File: src/rtl/axi4l_regs.sv
// AXI4-Lite slave register bank.
// Software-visible 32-bit registers: R/W registers drive ctrl_out, registers
// flagged in RO_MASK return live status_in slices. Write and read channels are
// independent single-outstanding engines answering OKAY or SLVERR.
//
// Ports:
//   axi4l_aclk, axi4l_arstn   clock, asynchronous active-high reset
//   s_aw*, s_w*, s_b*         AXI4-Lite write address / data / response
//   s_ar*, s_r*               AXI4-Lite read address / data
//   ctrl_out                  R/W register contents, register i at [i*32 +: 32]
//   status_in                 status values returned by read-only registers
//   wr_pulse, rd_pulse        one-cycle strobe per register written / read
module axi4l_regs #(
  parameter int unsigned           ADDR_WIDTH  = 32,
  parameter int unsigned           DATA_WIDTH  = 32,
  parameter int unsigned           NUM_REGS    = 4,
  parameter logic [NUM_REGS-1:0]   RO_MASK     = '0,
  parameter logic [DATA_WIDTH-1:0] RESET_VALUE = '0
) (
  input  logic                           axi4l_aclk,
  input  logic                           axi4l_arstn,
  input  logic [ADDR_WIDTH-1:0]          s_awaddr,
  input  logic                           s_awvalid,
  output logic                           s_awready,
  input  logic [DATA_WIDTH-1:0]          s_wdata,
  input  logic [DATA_WIDTH/8-1:0]        s_wstrb,
  input  logic                           s_wvalid,
  output logic                           s_wready,
  output logic [1:0]                     s_bresp,
  output logic                           s_bvalid,
  input  logic                           s_bready,
  input  logic [ADDR_WIDTH-1:0]          s_araddr,
  input  logic                           s_arvalid,
  output logic                           s_arready,
  output logic [DATA_WIDTH-1:0]          s_rdata,
  output logic [1:0]                     s_rresp,
  output logic                           s_rvalid,
  input  logic                           s_rready,
  output logic [NUM_REGS*DATA_WIDTH-1:0] ctrl_out,
  input  logic [NUM_REGS*DATA_WIDTH-1:0] status_in,
  output logic [NUM_REGS-1:0]            wr_pulse,
  output logic [NUM_REGS-1:0]            rd_pulse
);

  localparam int unsigned STRB_W = DATA_WIDTH / 8;
  localparam int unsigned IDX_W  = (NUM_REGS > 1) ? $clog2(NUM_REGS) : 1;
  localparam logic [1:0]  RESP_OKAY   = 2'b00;
  localparam logic [1:0]  RESP_SLVERR = 2'b10;

  // Word address must fall inside the register window.
  function automatic logic addr_in_range(input logic [ADDR_WIDTH-1:0] a);
    return (a >> 2) < ADDR_WIDTH'(NUM_REGS);
  endfunction

  // State registers
  logic [DATA_WIDTH-1:0] regs_q [NUM_REGS];
  logic [DATA_WIDTH-1:0] regs_d [NUM_REGS];
  logic                  aw_cap_q, aw_cap_d;
  logic                  w_cap_q, w_cap_d;
  logic [ADDR_WIDTH-1:0] awaddr_q, awaddr_d;
  logic [DATA_WIDTH-1:0] wdata_q, wdata_d;
  logic [STRB_W-1:0]     wstrb_q, wstrb_d;
  logic                  awready_q, awready_d;
  logic                  wready_q, wready_d;
  logic                  bvalid_q, bvalid_d;
  logic [1:0]            bresp_q, bresp_d;
  logic [NUM_REGS-1:0]   wr_pulse_q, wr_pulse_d;
  logic                  arready_q, arready_d;
  logic                  rvalid_q, rvalid_d;
  logic [1:0]            rresp_q, rresp_d;
  logic [DATA_WIDTH-1:0] rdata_q, rdata_d;
  logic [NUM_REGS-1:0]   rd_pulse_q, rd_pulse_d;

  logic                  w_hit;
  logic                  r_hit;
  logic                  w_in_range;
  logic                  r_in_range;

  // Write engine: independent AW/W capture, commit once both are held.
  always_comb begin
    aw_cap_d   = aw_cap_q;
    w_cap_d    = w_cap_q;
    awaddr_d   = awaddr_q;
    wdata_d    = wdata_q;
    wstrb_d    = wstrb_q;
    bvalid_d   = bvalid_q;
    bresp_d    = bresp_q;
    wr_pulse_d = '0;
    w_hit      = 1'b0;
    w_in_range = 1'b0;
    for (int unsigned i = 0; i < NUM_REGS; i++) begin
      regs_d[i] = regs_q[i];
    end

    if (s_awvalid && awready_q) begin
      aw_cap_d = 1'b1;
      awaddr_d = s_awaddr;
    end
    if (s_wvalid && wready_q) begin
      w_cap_d = 1'b1;
      wdata_d = s_wdata;
      wstrb_d = s_wstrb;
    end

    if (bvalid_q) begin
      if (s_bready) begin
        bvalid_d = 1'b0;
        aw_cap_d = 1'b0;
        w_cap_d  = 1'b0;
      end
    end else if (aw_cap_d && w_cap_d) begin
      // Commit uses the values captured on this very edge when they arrive now.
      w_in_range = addr_in_range(awaddr_d);
      for (int unsigned i = 0; i < NUM_REGS; i++) begin
        if (w_in_range && !RO_MASK[i] && (awaddr_d[2 +: IDX_W] == IDX_W'(i))) begin
          w_hit         = 1'b1;
          wr_pulse_d[i] = 1'b1;
          for (int unsigned b = 0; b < STRB_W; b++) begin
            if (wstrb_d[b]) begin
              regs_d[i][b*8 +: 8] = wdata_d[b*8 +: 8];
            end
          end
        end
      end
      bvalid_d = 1'b1;
      bresp_d  = w_hit ? RESP_OKAY : RESP_SLVERR;
    end

    awready_d = !aw_cap_d && !bvalid_d;
    wready_d  = !w_cap_d && !bvalid_d;
  end

  // Read engine: registers pre-write register value or live status.
  always_comb begin
    arready_d  = arready_q;
    rvalid_d   = rvalid_q;
    rresp_d    = rresp_q;
    rdata_d    = rdata_q;
    rd_pulse_d = '0;
    r_hit      = 1'b0;
    r_in_range = 1'b0;

    if (rvalid_q) begin
      if (s_rready) begin
        rvalid_d = 1'b0;
      end
    end else if (s_arvalid && arready_q) begin
      r_in_range = addr_in_range(s_araddr);
      rdata_d    = '0;
      for (int unsigned i = 0; i < NUM_REGS; i++) begin
        if (r_in_range && (s_araddr[2 +: IDX_W] == IDX_W'(i))) begin
          r_hit         = 1'b1;
          rd_pulse_d[i] = 1'b1;
          rdata_d       = RO_MASK[i] ? status_in[i*DATA_WIDTH +: DATA_WIDTH] : regs_q[i];
        end
      end
      rvalid_d = 1'b1;
      rresp_d  = r_hit ? RESP_OKAY : RESP_SLVERR;
    end

    arready_d = !rvalid_d;
  end

  // State register
  always_ff @(posedge axi4l_aclk or posedge axi4l_arstn) begin
    if (axi4l_arstn) begin
      for (int unsigned i = 0; i < NUM_REGS; i++) begin
        regs_q[i] <= RESET_VALUE;
      end
      aw_cap_q   <= 1'b0;
      w_cap_q    <= 1'b0;
      awaddr_q   <= '0;
      wdata_q    <= '0;
      wstrb_q    <= '0;
      awready_q  <= 1'b0;
      wready_q   <= 1'b0;
      bvalid_q   <= 1'b0;
      bresp_q    <= RESP_OKAY;
      wr_pulse_q <= '0;
      arready_q  <= 1'b0;
      rvalid_q   <= 1'b0;
      rresp_q    <= RESP_OKAY;
      rdata_q    <= '0;
      rd_pulse_q <= '0;
    end else begin
      for (int unsigned i = 0; i < NUM_REGS; i++) begin
        regs_q[i] <= regs_d[i];
      end
      aw_cap_q   <= aw_cap_d;
      w_cap_q    <= w_cap_d;
      awaddr_q   <= awaddr_d;
      wdata_q    <= wdata_d;
      wstrb_q    <= wstrb_d;
      awready_q  <= awready_d;
      wready_q   <= wready_d;
      bvalid_q   <= bvalid_d;
      bresp_q    <= bresp_d;
      wr_pulse_q <= wr_pulse_d;
      arready_q  <= arready_d;
      rvalid_q   <= rvalid_d;
      rresp_q    <= rresp_d;
      rdata_q    <= rdata_d;
      rd_pulse_q <= rd_pulse_d;
    end
  end

  // Register contents to fabric; read-only slots present zero.
  always_comb begin
    ctrl_out = '0;
    for (int unsigned i = 0; i < NUM_REGS; i++) begin
      ctrl_out[i*DATA_WIDTH +: DATA_WIDTH] = RO_MASK[i] ? '0 : regs_q[i];
    end
  end

  assign s_awready = awready_q;
  assign s_wready  = wready_q;
  assign s_bvalid  = bvalid_q;
  assign s_bresp   = bresp_q;
  assign s_arready = arready_q;
  assign s_rvalid  = rvalid_q;
  assign s_rresp   = rresp_q;
  assign s_rdata   = rdata_q;
  assign wr_pulse  = wr_pulse_q;
  assign rd_pulse  = rd_pulse_q;

endmodule

File: config.mk
export PLATFORM = sky130hd
export DESIGN_NAME = axi4l_regs
export DESIGN_NICKNAME = d
export VERILOG_FILES = /design/src/rtl/axi4l_regs.sv
export SDC_FILE = /design/constraint.sdc
export NUM_CORES = 1
export LEC_CHECK = 0
export ABC_AREA = 1
export CORE_MARGIN = 1.5
export CORE_UTILIZATION = 46
export CTS_CLUSTER_SIZE = 12
export DETAILED_ROUTE_END_ITERATION = 6
export GPL_TIMING_DRIVEN = 0
export PLACE_DENSITY = 0.81
export REMOVE_ABC_BUFFERS = 1
export SYNTH_ARGS = -nofsm -noshare
export SYNTH_HDL_FRONTEND = slang
export SYNTH_SLANG_ARGS = --single-unit
File: constraint.sdc
create_clock -name axi4l_aclk -period 10.4 [get_ports axi4l_aclk]
set_input_delay 2.08 -clock axi4l_aclk [delete_from_list [all_inputs] [get_ports axi4l_aclk]]
set_output_delay 2.08 -clock axi4l_aclk [all_outputs]
set_load 0.005 [all_outputs]
==> impl_metrics.tcl <==
set metrics [dict create \
    critPathKind "in2reg" \
    fp.coreArea_mm2 0.0251 \
    arrival_ps 6320 \
    synth_edf_count 0 \
    drc 0 \
    maxCapViolations 0 \
    stdcell_area_mm2 0.0156 \
    antenna_found_initial 0 \
    cts-root-buf "clkbuf_16" \
    place_congestion 0.815 \
    syn_area_mm2 0.0117 \
    synth_area_leaders "dfrtp_1 52%, nand2_1 16%, nand4_1 7.8%" \
    cts_num_sinks 243 \
    post-route-util_pct 62.2 \
    dpl_cell_area_mm2 0.0147 \
    hold_depth 2 \
    r2r_slack_ps 6230 \
    ir_drop_mv 0.163 \
    ant_nets 0 \
    relSlewSlack_pct 8.60 \
    worst_hold_path.endpoint "awaddr_q[28]" \
    yosysWarnings 0 \
    dieArea_mm2 0.0265 \
    rows 58 \
    clock_path_buffers 3 \
    cts_setup_buffers 0 \
    rsz0062_at_grt "false" \
    critical_path.max_stage_delay_ps 1320 \
    drv_slew 0 \
    diodes 0 \
    fillers 2035 \
    min_path_type "reg2reg" \
    r2r_cells 7 \
    start_util_pct 46.8 \
    yosysSeqAreaShare_pct 51.8 \
    synthToLayoutAreaGrowth_pct 32.9 \
    rr_endpoint "ctrl_out[37]" \
    final-setup-viol-count 0 \
    leakagePower_nw 7.65 \
    vias_per_cell 5.59 \
    synth.avg_cell_area_um2 8.71 \
    rr_startpoint "s_awready" \
    grt_pass1_vias 10299 \
    synth.top_cell.area_share_pct 51.8 \
    fp.dieH_um 163 \
    hold_viol 0 \
    first_pass_iters 6 \
    synth_ff_type "dfrtp_1" \
    vias 10741 \
    slowest_stage "clkdlybuf4s50_1" \
    ioPinCount 412 \
    tightest_slew_ps 1370 \
    max_freq_ghz 0.170 \
    ys_seq_elements 243 \
    hpwl_um 23600 \
    hold_buffers 0 \
    timing.final.crit_share_pct 56.7 \
    startpoint_type "input port" \
    grt_pass1_wl_um 58200 \
    power_density_mw_per_mm2 192 \
    cts_max_level 1 \
    drt-total-wl_um 37700 \
    cp.required_ps 10820 \
    async_reset_ff_share_pct 100 \
    drive_gt1_share_pct 8.36 \
    holdCritStartpoint "awaddr_q[28]" \
    cp-end-kind "flip-flop" \
    fp.dieW_um 163 \
    yosysTopAreaCell "dfrtp_1" \
    finClkSkew_ps 23.8 \
    grt_util_all_layers_pct 28.3 \
    port_buffers 277 \
    outcome "complete, no violations" \
    synth_cell_types 32 \
    overflow 0 \
    syn_inst 1348 \
    path_cells "clkdlybuf4s50_1 > nand2_4 > o21ai_4 > inv_2 > nor2_4 > nand4_2 > nand2_1 > nand2_1" \
    layout_min_cycle_time_ps 5900 \
    grt_start_max_net_pins 89 \
    cts_resized 0 \
    wl_per_cell_um 19.6 \
    clock_latency_ps 540 \
    layout.nets 1808 \
    cp.buffers_inverters 2 \
    crit_path_frequent_cell "nand2_1" \
    cts_tree "built" \
    clkTransAtPathRegs_ps 60 \
    cpLargestDelayFamily "simple AND/OR/NAND/NOR gates" \
    numCtsBuffers 27 \
    drtIter0Drc 1130 \
    crit_path_max_fanout 46 \
]
-- layout by cell type (no fill, tap or decap), types with 2 or more instances in the layout --
| cell | instances |
|---|---|
| nand2_1 | 506 |
| clkdlybuf4s50_1 | 275 |
| dfrtp_1 | 243 |
| nand4_1 | 146 |
| nand3_1 | 133 |
| inv_1 | 50 |
| nor2_1 | 41 |
| mux2_2 | 36 |
| a21boi_0 | 32 |
| clkbuf_16 | 27 |
| nand4_4 | 10 |
| clkbuf_1 | 10 |
| nor2_4 | 9 |
| inv_2 | 6 |
| nand4_2 | 6 |
| buf_16 | 6 |
| o211ai_1 | 5 |
| nand2_2 | 5 |
| buf_12 | 5 |
| nor4_1 | 4 |
| o21ai_0 | 4 |
| bufinv_16 | 4 |
| o21ai_1 | 3 |
| clkbuf_8 | 3 |
| o21ai_4 | 2 |
| nor2_8 | 2 |
| clkinv_1 | 2 |
| conb_1 | 2 |
| inv_6 | 2 |
| buf_2 | 2 |
-- tightest hold or removal path: stages (launching register included) --
cell,delay [ps]
dfrtp_1,320
nand2_1,50
nand2_1,70
-- metrics by stage --
| stage | power, mW | hold WS [ps] | cells | setup TNS [ps] | setup slack, ps |
|---|---|---|---|---|---|
| finish | 3.00 | 471 | 1921 | 0 | 4500 |
| global route | 3.14 | 486 | 1921 | 0 | 4270 |
| CTS | 3.00 | 473 | 1921 | 0 | 4350 |
| detailed placement | 2.01 | 459 | 1874 | 0 | 3810 |
| global placement | 1.96 | 452 | 1862 | -384710 | -1470 |
| floorplan | 1.69 | 439 | 1255 | 0 | 1650 |
-- cells by family (layout without fill, tap and decap cells) --
group / Yosys count / after routing / share of synthesized area, %
AO/OA/AOI/OAI: 48 / 48 / 3.03
other: 1 / 2 / 0.0319
flip-flops: 243 / 243 / 51.8
AND/OR/NAND/NOR: 867 / 867 / 35.2
buffers and inverters: 153 / 395 / 6.49
multiplexers: 36 / 36 / 3.45
-- worst max path at each step --
stage                      from            to  slack [ps]  depth (start not counted)
floorplan           axi4l_arstn      aw_cap_q        1650                          1
global route          s_awvalid  ctrl_out[37]        4270                          8
detailed placement  s_araddr[2]   s_rdata[26]        3810                          8
finish                s_awvalid  ctrl_out[37]        4500                          8
global placement    axi4l_arstn  ctrl_out[85]       -1470                          2
CTS                 s_araddr[2]   s_rdata[19]        4350                          8
-- per-layer routing --
layer	track usage, %	wire [µm]	share of wire [%]
met5	0	0	0
met4	10.0	1020	2.7
met3	4.84	3460	9.2
met2	45.6	17900	48
met1	38.7	15300	41
-- cell usage after synthesis, types with 3 or more instances --
library cell / number
nand3_1: 134
o211ai_1: 5
clkbuf_1: 49
nand4_4: 10
nor4_1: 4
nand4_2: 6
nand2_1: 507
mux2_2: 36
inv_2: 6
buf_4: 5
o21ai_1: 3
inv_1: 51
nand2_2: 4
nor2_1: 44
dfrtp_1: 243
a21boi_0: 32
buf_6: 18
o21ai_0: 4
nor2_4: 5
nand4_1: 146
buf_2: 18
buf_1: 3
-- registers in the layout, summed over array words and instances, names as in the netlist, 4 cells and up --
signal    flops
awaddr_q     30
ctrl_out    128
wstrb_q       4
s_rdata      32
wdata_q      32
wr_pulse      4
rd_pulse      4
-- final cells by class --
cell class                 count  area, µm²  share of cell area [%]
timing repair buffer         289       3040                    19.5
clock buffer                  40        754                    4.83
tap                          330        413                    2.65
multi-input combinational    953       4940                    31.7
sequential                   243       6080                    39.0
clock inverter                 7        145                   0.930
inverter                      59        229                    1.47
-- power breakdown --
part / switching, mW / internal, mW / leakage, nW
combinational: 0.631 / 0.233 / 3.97
clock: 0.389 / 0.599 / 0.432
sequential: 0.0663 / 1.09 / 3.25
total: 1.09 / 1.92 / 7.65
Power figures use the tool's default switching activity.
